===== src/rtl/tetris_grid_buffer.sv =====
// rtl/tetris_grid_buffer.sv - double-buffered Tetris playfield bit grid
// Game logic writes the back grid; the renderer reads the front grid, refreshed only at frame end.
module tetris_grid_buffer #(
  parameter int GRID_W  = 8,
  parameter int GRID_H  = 18,
  parameter int COORD_W = 8
) (
  input  logic               clk,
  input  logic               rst,
  input  logic [COORD_W-1:0] rd_x,
  input  logic [COORD_W-1:0] rd_y,
  output logic               rd_value,
  input  logic               wr_en,
  input  logic [COORD_W-1:0] wr_x,
  input  logic [COORD_W-1:0] wr_y,
  input  logic               wr_data,
  input  logic               clr_back,
  input  logic               swap_req,
  input  logic               frame_end,
  output logic               swap_pending,
  output logic               swap_done,
  output logic [GRID_H-1:0]  row_full
);

  localparam int CELLS = GRID_W * GRID_H;
  localparam int IDX_W = $clog2(CELLS);

  typedef enum logic {IDLE, PENDING} state_t;

  state_t state, state_next;
  logic   do_copy;

  logic [CELLS-1:0]  front;
  logic [CELLS-1:0]  back;
  logic [GRID_H-1:0] row_and;

  logic             rd_valid, wr_valid;
  logic [IDX_W-1:0] rd_idx, wr_idx;

  // Bounds are checked at full coordinate width so out-of-range cells never alias real ones.
  always_comb begin
    rd_valid = (32'(rd_x) < 32'(GRID_W)) && (32'(rd_y) < 32'(GRID_H));
    wr_valid = (32'(wr_x) < 32'(GRID_W)) && (32'(wr_y) < 32'(GRID_H));
    rd_idx   = IDX_W'(32'(rd_x) + 32'(GRID_W) * 32'(rd_y));
    wr_idx   = IDX_W'(32'(wr_x) + 32'(GRID_W) * 32'(wr_y));
  end

  always_comb begin
    state_next = state;
    do_copy    = 1'b0;
    case (state)
      IDLE: begin
        if (swap_req) begin
          if (frame_end) do_copy = 1'b1;
          else           state_next = PENDING;
        end
      end
      PENDING: begin
        if (frame_end) begin
          do_copy    = 1'b1;
          state_next = IDLE;
        end
      end
      default: state_next = IDLE;
    endcase
  end

  always_ff @(posedge clk) begin
    if (rst) state <= IDLE;
    else     state <= state_next;
  end

  assign swap_pending = (state == PENDING);

  // Copy samples back's pre-edge value, so same-edge writes or clears land in back only.
  always_ff @(posedge clk) begin
    if (rst) begin
      front     <= '0;
      back      <= '0;
      swap_done <= 1'b0;
    end else begin
      if (do_copy) front <= back;
      swap_done <= do_copy;
      if (clr_back)
        back <= '0;
      else if (wr_en && wr_valid)
        back[wr_idx] <= wr_data;
    end
  end

  always_ff @(posedge clk) begin
    if (rst)           rd_value <= 1'b0;
    else if (rd_valid) rd_value <= front[rd_idx];
    else               rd_value <= 1'b0;
  end

  always_comb begin
    row_and = '0;
    for (int y = 0; y < GRID_H; y++)
      row_and[y] = &back[y*GRID_W +: GRID_W];
  end

  // Registered from the back register, so flags trail cell updates by one cycle.
  always_ff @(posedge clk) begin
    if (rst) row_full <= '0;
    else     row_full <= row_and;
  end

endmodule

===== config.mk =====
export PLATFORM = sky130hd
export DESIGN_NAME = tetris_grid_buffer
export DESIGN_NICKNAME = d
export VERILOG_FILES = /design/src/rtl/tetris_grid_buffer.sv
export SDC_FILE = /design/constraint.sdc
export NUM_CORES = 1
export LEC_CHECK = 0
export BUFFER_PORTS_ARGS = -buffer_cell sky130_fd_sc_hd__buf_4
export CAP_MARGIN = 30
export CELL_PAD_IN_SITES_DETAIL_PLACEMENT = 0
export CELL_PAD_IN_SITES_GLOBAL_PLACEMENT = 1
export CORE_ASPECT_RATIO = 1.75
export CORE_MARGIN = 5
export CORE_UTILIZATION = 50
export DETAILED_ROUTE_END_ITERATION = 7
export GPL_TIMING_DRIVEN = 0
export PLACE_DENSITY = 0.94
export SLEW_MARGIN = 15
export SYNTH_ARGS = -nofsm -noshare
export SYNTH_HDL_FRONTEND = slang
export SYNTH_SLANG_ARGS = --single-unit

===== constraint.sdc =====
create_clock -name clk -period 7.72 [get_ports clk]
set_input_delay 1.544 -clock clk [delete_from_list [all_inputs] [get_ports clk]]
set_output_delay 1.544 -clock clk [all_outputs]
set_load 0.02 [all_outputs]

== Yosys cells after proc, flatten, opt, wreduce, memory -nomap -nowiden ==
Index checks and enable logic that the tools add are counted.

* Output and inout port bits: 21
* Input port bits: 39
* Flip-flop bits (word level): 309
* Logic and storage cells: 52

* Muxes and demuxes: 11
* Reduce and logical (&&, ||, !) cells: 24
* Bitwise logic cells: 2
* Add/subtract/negate cells: 2
* Order comparisons: 7

{| class="wikitable"
|+ Operator list
! operator !! count
|-
| bitwise mux 144 bit || 1
|-
| AND reduction 8 bit || 18
|-
| less-than comparator 8 x 9 -> 1 bit, second input constant || 2
|-
| adder 8 bit || 2
|-
| less-than comparator 8 x 4 -> 1 bit, second input constant || 2
|-
| less-than comparator 8 x 5 -> 1 bit, second input constant || 2
|-
| binary-select mux 1 bit (select 8 bit) || 1
|-
| demux 1 bit (select 8 bit) || 1
|-
| >= comparator 8 x 1 -> 1 bit, second input constant || 1
|-
| 2-to-1 mux 1 bit || 6
|-
| logical AND 1 bit || 4
|-
| one-hot mux 1 bit (2 select lines) || 2
|-
| OR reduction 2 bit || 2
|-
| NOT 1 bit || 2
|}

== Depth between registers and ports, before layout ==
Gate-level depths: netlist of run 1.

* Depth in word-level cells: 6
* Mapped depth: 10
* Gate-level depth less buffers: 8

== Worst setup path after synthesis of run 1 ==
No wires, ideal clock.

* Path kind: in2reg
* Start point: in wr_x[3]
* End point: reg back[92]
* Library setup time: 0.132 ns
* Required time: 7.588 ns
* Stages on the path: 10
* Arrival: 3.621 ns
* Slack: 3.967 ns
* Path buffers: 2
* Cells stage by stage: ha_1 > fa_1 > a21o_1 > a21oi_2 > xor2_1 > buf_4 > or3_4 > clkbuf_1 > o21ai_0 > a21oi_1

* Word-level cells in the longest chain between the ends: 6

{| class="wikitable"
|+ Ends and longest elaborated chain
! item !! RTL line !! source
|-
| start: declaration || 14 || <nowiki>input logic [COORD_W-1:0] wr_x,</nowiki>
|-
| adder 8 bit || 45 || <nowiki>wr_idx = IDX_W'(32'(wr_x) + 32'(GRID_W) * 32'(wr_y));</nowiki>
|-
| less-than comparator 8 x 9 -> 1 bit (not written as such) / >= comparator 8 x 1 -> 1 bit (equally long branches) || 87 || <nowiki>back[wr_idx] <= wr_data;</nowiki>
|-
| logical AND 1 bit (not written as such) || 87 ||
|-
| 2-to-1 mux 1 bit (not written as such) || 87 ||
|-
| demux 1 bit (select 8 bit) || 87 ||
|-
| bitwise mux 144 bit || 87 ||
|-
| end signal: indexed assignment || 87 ||
|-
| end: declaration || 34 || <nowiki>logic [CELLS-1:0] back;</nowiki>
|}

Several ways; a longest one is shown, not always the timed one.
A chain may end at the register's enable or synchronous reset.

== Worst setup path in the final report of run 1 ==
* Start point: in rd_x[3]
* End point: reg rd_value

* Word-level cells in the longest chain between the ends: 4

{| class="wikitable"
|+ Ends and longest elaborated chain
! item !! RTL line !! source
|-
| start: declaration || 10 || <nowiki>input logic [COORD_W-1:0] rd_x,</nowiki>
|-
| branches (longest 4 deep; another with adder 8 bit) || - ||
|-
| end signal: assignment || 93 || <nowiki>else if (rd_valid) rd_value <= front[rd_idx];</nowiki>
|-
| end: declaration || 12 || <nowiki>output logic rd_value,</nowiki>
|}

Several ways; the timed one is not identified. The select of a mux whose other input is x is not followed.

==> qor_table.md, run 1 <==
| Parameter | Value |
|---|---|
| Number of flops mapped to enable cells by yosys | 0 |
| CTS-repair resized insts | 0 |
| Vias in the first global route | 11,605 |
| Post-Route Setup TNS | 0 ns |
| Maximum clock frequency | 260 MHz |
| Layout overhead on the synthesized area | 14.1% |
| Count of port buffers added during placement | 54 |
| Buffer count from post-CTS setup fixing | 0 |
| Unrepaired setup endpoints after global routing | no |
| Final-report max-slew violation count | 0 |
| Root buffer cell | clkbuf_16 |
| Sinks on the clock net | 309 |
| CP Data Arrival Time | 4.31 ns |
| Insertion delay of the later-clocked pin in the worst-skew pair | 0.55 ns |
| Warnings from Yosys | 0 |
| Final Routed Wirelength | 44,500 um |
| Cell-by-cell listing of the critical path | buf_4 -> ha_1 -> nor2b_1 -> clkbuf_1 -> a22oi_1 -> nand2_1 -> mux2i_1 -> or4b_2 -> o2111ai_1 |
| Initial antenna violation count | 0 |
| Antenna diode count | 0 |
| CP max-delay cell | clkbuf_1 |
| Ratio of routed vias to standard cells | 6.15 |
| Power spent charging and discharging nets | 0.817 mW |
| Final-layout worst hold slack | 0.449 ns |
| # hold bufs at CTS | 0 |
| Clk pin slew, worst setup/hold paths | 0.07 ns |
| Number of design rule violations left after detail routing | 0 |
| Max FO, Critical Path | 7 |
| Hold Violations, Final | 0 |
| CP delay by family, top | simple AND/OR/NAND/NOR gates |
| Post-synthesis sequential element count | 309 |
| Global-route usage over all layers | 29.0% |
| Sequential cell area | 6190 um^2 |
| Average wire per standard cell | 22.6 um |
| Clk_skew | 0.0108 ns |
| Fraction of power consumed by the clock network | 43.7% |
| VDD IR-drop max | 202 uV |
| TritonCTS Buffers | 27 |
| Die area | 29,700 um^2 |
| Final-layout fill cell count | 2,380 |
| Drt initial violations | 1,166 |
| Overall power | 3.32 mW |
| Distinct cells, synth | 56 |
| Width of the die | 133 um |
| Maximum number of pins on one net before global-route repair | 16 |
| Post-synthesis cell type with the largest combined area | dfxtp_1 |
| Period Utilization, post-route | 49.8% |
| Count of buffer and inverter cells on the critical path | 2 |
| Synthesized netlist cell count | 1,541 |
| Area fraction of the dominant cell type after synthesis | 47.1% |
| Ports placed on the boundary | 60 |
| Starting density of the core | 50.6% |
| Fraction of layout instances using a drive strength above 1 | 10.9% |
| Fin util | 57.7% |
| Most common library cell in the layout ignoring fill and taps | dfxtp_1 |
| Static power due to leakage | 4.74 nW |
| Pwr/cell area | 222 nW/um^2 |
| Required time worst endpoint | 8.19 ns |
| Sequential fraction of the synthesis area | 47.1% |
| Last weighted congestion value of the routability-driven placer | 0.929 |
| Most used flip-flop cell after synthesis | dfxtp_1 |
| Delay contributed by the slowest stage of the critical path | 0.65 ns |
| Number of maximum-capacitance violations | 0 |
| Result of the run | complete, no violations |
| Wire length of the first global-routing pass | 66,800 um |
| Biggest area contributors in the synthesized netlist | dfxtp_1 (47%), a21oi_1 (11%), nand2_1 (8.7%), nand3_1 (6.7%), o21ai_0 (4.8%) |
| Part of the total power dissipated in combinational logic | 8.3% |
| Relative max-transition margin | 28.9% |
| Count of antenna-violating nets left after detailed routing | 0 |
| Summed instance area of the synthesized netlist | 13,100 um^2 |
| Setup-violating endpoint count in the final report | 0 |
| Vert. Die Dim | 224 um |
| Mean cell area of the mapped netlist | 8.52 um^2 |
| Switching fraction of total power | 24.6% |
| Overall via count from detail_route | 12,113 |
| Total iterations of the first detailed-routing run | 6 |
| Post-layout nets | 1,679 |
| Internal power contribution | 2.51 mW |
| Classification of the worst setup path | in -> reg |
| Core Rows | 78 |
| Worst-margin pin slew | 1.06 ns |
| Share of flip-flops with an asynchronous set or reset after synthesis | 0% |
| Depth of the CTS H-tree | 1 |
| Min Clock Period, post-route | 3.84 ns |
| Area used by multi-input combinational logic | 6450 um^2 |
| Worst min-delay path category | reg -> reg |
| Syn nets | 1,590 |
| Power share of the sequential group | 47.9% |
| Capturing element type of the critical path | register |
| Area of the core region | 26,000 um^2 |
| Maximum number of buffers from clock root to sink | 3 |
| Remaining global-route overflow | 0 |
| CTS tree | yes |
| CP startpoint kind | primary input |
| Most frequent cells in the layout | dfxtp_1 (309), nand2_1 (306), a21oi_1 (290) |
| Post-DP HPWL | 30,700 um |
## sequential cells by signal (all words and copies together) (netlist names)
name,flops
back,144
front,144
row_full,18
rd_value,1
swap_done,1
swap_pending,1
## cell usage after synthesis, types with 8 or more instances
master / count
dfxtp_1: 309
nand2_1: 306
a21oi_1: 290
nand3_1: 176
o21ai_0: 127
clkbuf_1: 96
mux4_1: 21
nand4_1: 21
nor4b_1: 18
o21ai_1: 18
mux4_2: 17
buf_2: 14
nor2_1: 13
a22oi_1: 10
ha_1: 8
## logic make-up (layout without fill, tap and decap cells)
group	after synthesis	after routing	share of synthesized area, %
xor+xnor	11	11	0.848
simple gates	586	586	21.4
compound gates	460	460	18.1
buf+inv	125	234	4.14
flops	309	309	47.1
fa+ha+maj	10	10	1.07
mux	40	40	7.27
## worst min-delay path, delay by kind of cell, from the launching register on
kind               cells  cell delay (ns)
AOI/OAI and AO/OA      1             0.05
DFF                    1             0.30
and+or+nand+nor        1             0.05
## path summary, 6_finish.rpt
| check | slack, ns | start | endpoint | cells after the start |
|---|---|---|---|---|
| setup / recovery | 3.88 | rd_x[3] | rd_value | 9 |
| setup reg to reg | 5.16 | swap_pending | front[6] | 7 |
| hold reg to reg | 0.45 | front[16] | front[16] | 2 |
| hold / removal | 0.45 | front[16] | front[16] | 2 |
## through the flow
step | setup slack (ns) | cell area [um^2] | cells
after floorplan | 3.97 | 13100 | 1541
after global placement | 3.37 | 13900 | 1915
after detailed placement | 3.31 | 14000 | 1921
after CTS | 3.87 | 15000 | 1970
after global routing | 3.78 | 15000 | 1970
final | 3.88 | 15000 | 1970
## power groups by stage
stage	sequential [mW]	combinational (mW)	clock, mW
CTS	1.59	0.273	1.45
detailed placement	1.63	0.272	0
global placement	1.63	0.266	0
global route	1.59	0.294	1.51
floorplan	1.63	0.173	0
finish	1.59	0.277	1.45
## area by class of cell
type	instances	area share [%]
multi-input combinational	1107	43.0
inverter	1	0.0250
tap	320	2.67
buffer	124	3.61
clock buffer	40	5.30
sequential	309	41.3
timing repair buffer	60	3.11
clock inverter	9	0.969
## layer usage
metal / routed length, um / vias to the layer above / track usage, % / part of all wire, %
li1: - / 5669 / - / -
met1: 15700 / 5685 / 32.3 / 35
met2: 21600 / 559 / 50.3 / 49
met3: 3630 / 200 / 5.28 / 8.1
met4: 3590 / 0 / 19.7 / 8.1
met5: 0 / - / 0 / 0
(Power assumes the default switching activity.)
==> inputs of run 2 (changes only) <==
CORE_UTILIZATION = 47   (was 50)
PLACE_DENSITY = 0.9   (was 0.94)
clock period = 4 ns   (was 7.72 ns; I/O delays follow)
==> run 2 against run 1 <==
Against the previous run: clock skew grew 0.016 ns; register-to-register slack got worse by 3.8 ns; design area is 1.0% higher; global-route usage fell by 0.34 points; sequential share of layout area decreased by 0.43 points; via count up 0.88%; combinational power up 96%; clock-buffer cell count decreased by 5; first-iteration DRC count fell by 2.9%; clock power up 99%; largest power group unchanged.
==> qor_table.md, run 2 (synthesized netlist as in run 1, its figures left out) <==
| Parameter | Value | vs previous |
|---|---|---|
| Count of port buffers added during placement | 54 | unchanged |
| Non-filler cells in the finished layout | 2,027 | +2.9% |
| # hold bufs at CTS | 0 | unchanged |
| Layout overhead on the synthesized area | 15.3% |  |
| Final-report max-slew violation count | 0 | unchanged |
| Vias in the first global route | 11,709 | +0.90% |
| Maximum number of buffers from clock root to sink | 3 | unchanged |
| Overall via count from detail_route | 12,219 | +0.88% |
| Vert. Die Dim | 231 um | +3.0% |
| CP startpoint kind | primary input |  |
| Final instance area | 15,100 um^2 | +1.0% |
| Number of maximum-capacitance violations | 0 | unchanged |
| Maximum clock frequency | 322 MHz |  |
| Root buffer cell | clkbuf_16 |  |
| Final Routed Wirelength | 46,000 um | +3.2% |
| Overall power | 6.51 mW | +96% |
| Worst-margin pin slew | 1.08 ns | +0.0136 ns |
| CTS-repair resized insts | 0 | unchanged |
| Largest regs | back: 144 flops, front: 144 flops, row_full: 18 flops |  |
| Unrepaired setup endpoints after global routing | no |  |
| TritonCTS Buffers | 28 | +3.7% |
| CTS tree | yes |  |
| Final-layout worst hold slack | 0.432 ns | -0.0166 ns |
| Final-layout fill cell count | 2,677 | +12% |
| Starting density of the core | 47.3% | -3.3 points |
| Number of design rule violations left after detail routing | 0 | unchanged |
| Area of the core region | 27,800 um^2 | +7.0% |
| Most common library cell in the layout ignoring fill and taps | dfxtp_1 |  |
| Result of the run | complete, no violations |  |
| Maximum number of pins on one net before global-route repair | 16 | unchanged |
| Period Utilization, post-route | 77.6% |  |
| Width of the die | 136 um | +2.9% |
| Relative max-transition margin | 28.2% | -0.69 points |
| Die area | 31,500 um^2 | +6.0% |
| Hold Violations, Final | 0 | unchanged |
| Pwr/cell area | 430 nW/um^2 | +94% |
| Antenna diode count | 0 | unchanged |
| Wire length of the first global-routing pass | 68,200 um | +2.1% |
| Required time worst endpoint | 4.48 ns | -3.71 ns |
| Worst min-delay path category | in -> reg |  |
| Initial antenna violation count | 1 | +1 |
| DP Cell Count | 1,979 | +3.0% |
| Buffer count from post-CTS setup fixing | 0 | unchanged |
| Total iterations of the first detailed-routing run | 5 | -1 |
| Max FO, Critical Path | 7 | unchanged |
| Most frequent cells in the layout | dfxtp_1 (309), nand2_1 (306), a21oi_1 (290) |  |
| Average wire per standard cell | 22.7 um | +0.30% |
| Pre-CTS worst setup slack | 0.373 ns | -2.94 ns |
| Insertion delay of the later-clocked pin in the worst-skew pair | 0.57 ns | +0.02 ns |
| Clk pin slew, worst setup/hold paths | 0.06 ns | about the same |
| Static power due to leakage | 4.79 nW | +1.0% |
| CP Data Arrival Time | 3.58 ns | -0.73 ns |
| Sinks on the clock net | 309 | unchanged |
| Capturing element type of the critical path | register |  |
| Drt initial violations | 1,132 | -2.9% |
| Min Clock Period, post-route | 3.10 ns |  |
| Depth of the CTS H-tree | 1 | unchanged |
| Global-route usage over all layers | 28.7% | -0.34 points |
| Clk_skew | 0.0268 ns | +0.0161 ns |
| Ports placed on the boundary | 60 | unchanged |
| Post-DP HPWL | 31,800 um | +3.3% |
| Post-layout nets | 1,685 | +0.36% |
| Count of antenna-violating nets left after detailed routing | 0 | unchanged |
| Core Rows | 81 | +3.8% |
| Instance area at placement | 14,200 um^2 | +0.88% |
| Ratio of routed vias to standard cells | 6.03 | -2.0% |
| Remaining global-route overflow | 0 | unchanged |
| Fin util | 54.5% | -3.2 points |
| VDD IR-drop max | 287 uV | +42% |
| Last weighted congestion value of the routability-driven placer | 0.917 | -1.2% |
| Fraction of layout instances using a drive strength above 1 | 11.2% | +0.34 points |
| Post-Route Setup TNS | 0 ns | unchanged |
| Setup WS post-layout | 0.897 ns | -2.98 ns |
| Setup-violating endpoint count in the final report | 0 | unchanged |
| Classification of the worst setup path | in -> reg |  |
run 2: cell count changes in the layout (fill, tap and decap cells not counted), sizes merged:
cell    change
buf         +5
clkinv      +3
bufinv      +1
clkbuf      -5
run 2: critical path, stage by stage:
cell       delay, ns
buf_4           0.11
ha_1            0.46
nor2b_1         0.17
clkbuf_1        0.67
a22oi_1         0.28
nand2_1         0.22
mux2i_1         0.09
or4b_2          0.65
o2111ai_1       0.11
run 2: power by group:
part	switching (mW)	total, mW	internal (mW)
Sequential	0.000423	3.08	3.08
Clock	1.21	2.89	1.68
Combinational	0.407	0.542	0.135
run 2: routing by layer:
metal  share of wire, %  global-route usage [%]  wire length (um)  up-vias
met1                 35                    31.8             15900     5764
met4                8.4                    19.9              3850        2
met2                 49                    49.4             22500      568
met3                8.1                    4.69              3710      191
met5              0.024                       0                11        -
li1                   -                       -                 -     5694
run 2: path summary, 6_finish.rpt:
kind	start	end	slack [ns]	cells after the start
worst min register to register	front[93]	front[93]	0.45	2
worst max-delay path	rd_x[3]	rd_value	0.90	9
worst max register to register	swap_pending	front[5]	1.41	7
worst min-delay path	frame_end	swap_pending	0.43	2
run 2: layout make-up:
class / instances / area (um^2) / area share (%)
buffer: 124 / 541 / 3.57
clock buffer: 35 / 767 / 5.07
clock inverter: 13 / 205 / 1.36
inverter: 1 / 3.75 / 0.0248
multi-input combinational: 1107 / 6450 / 42.6
sequential: 309 / 6190 / 40.9
tap: 373 / 467 / 3.08
timing repair buffer: 65 / 526 / 3.47
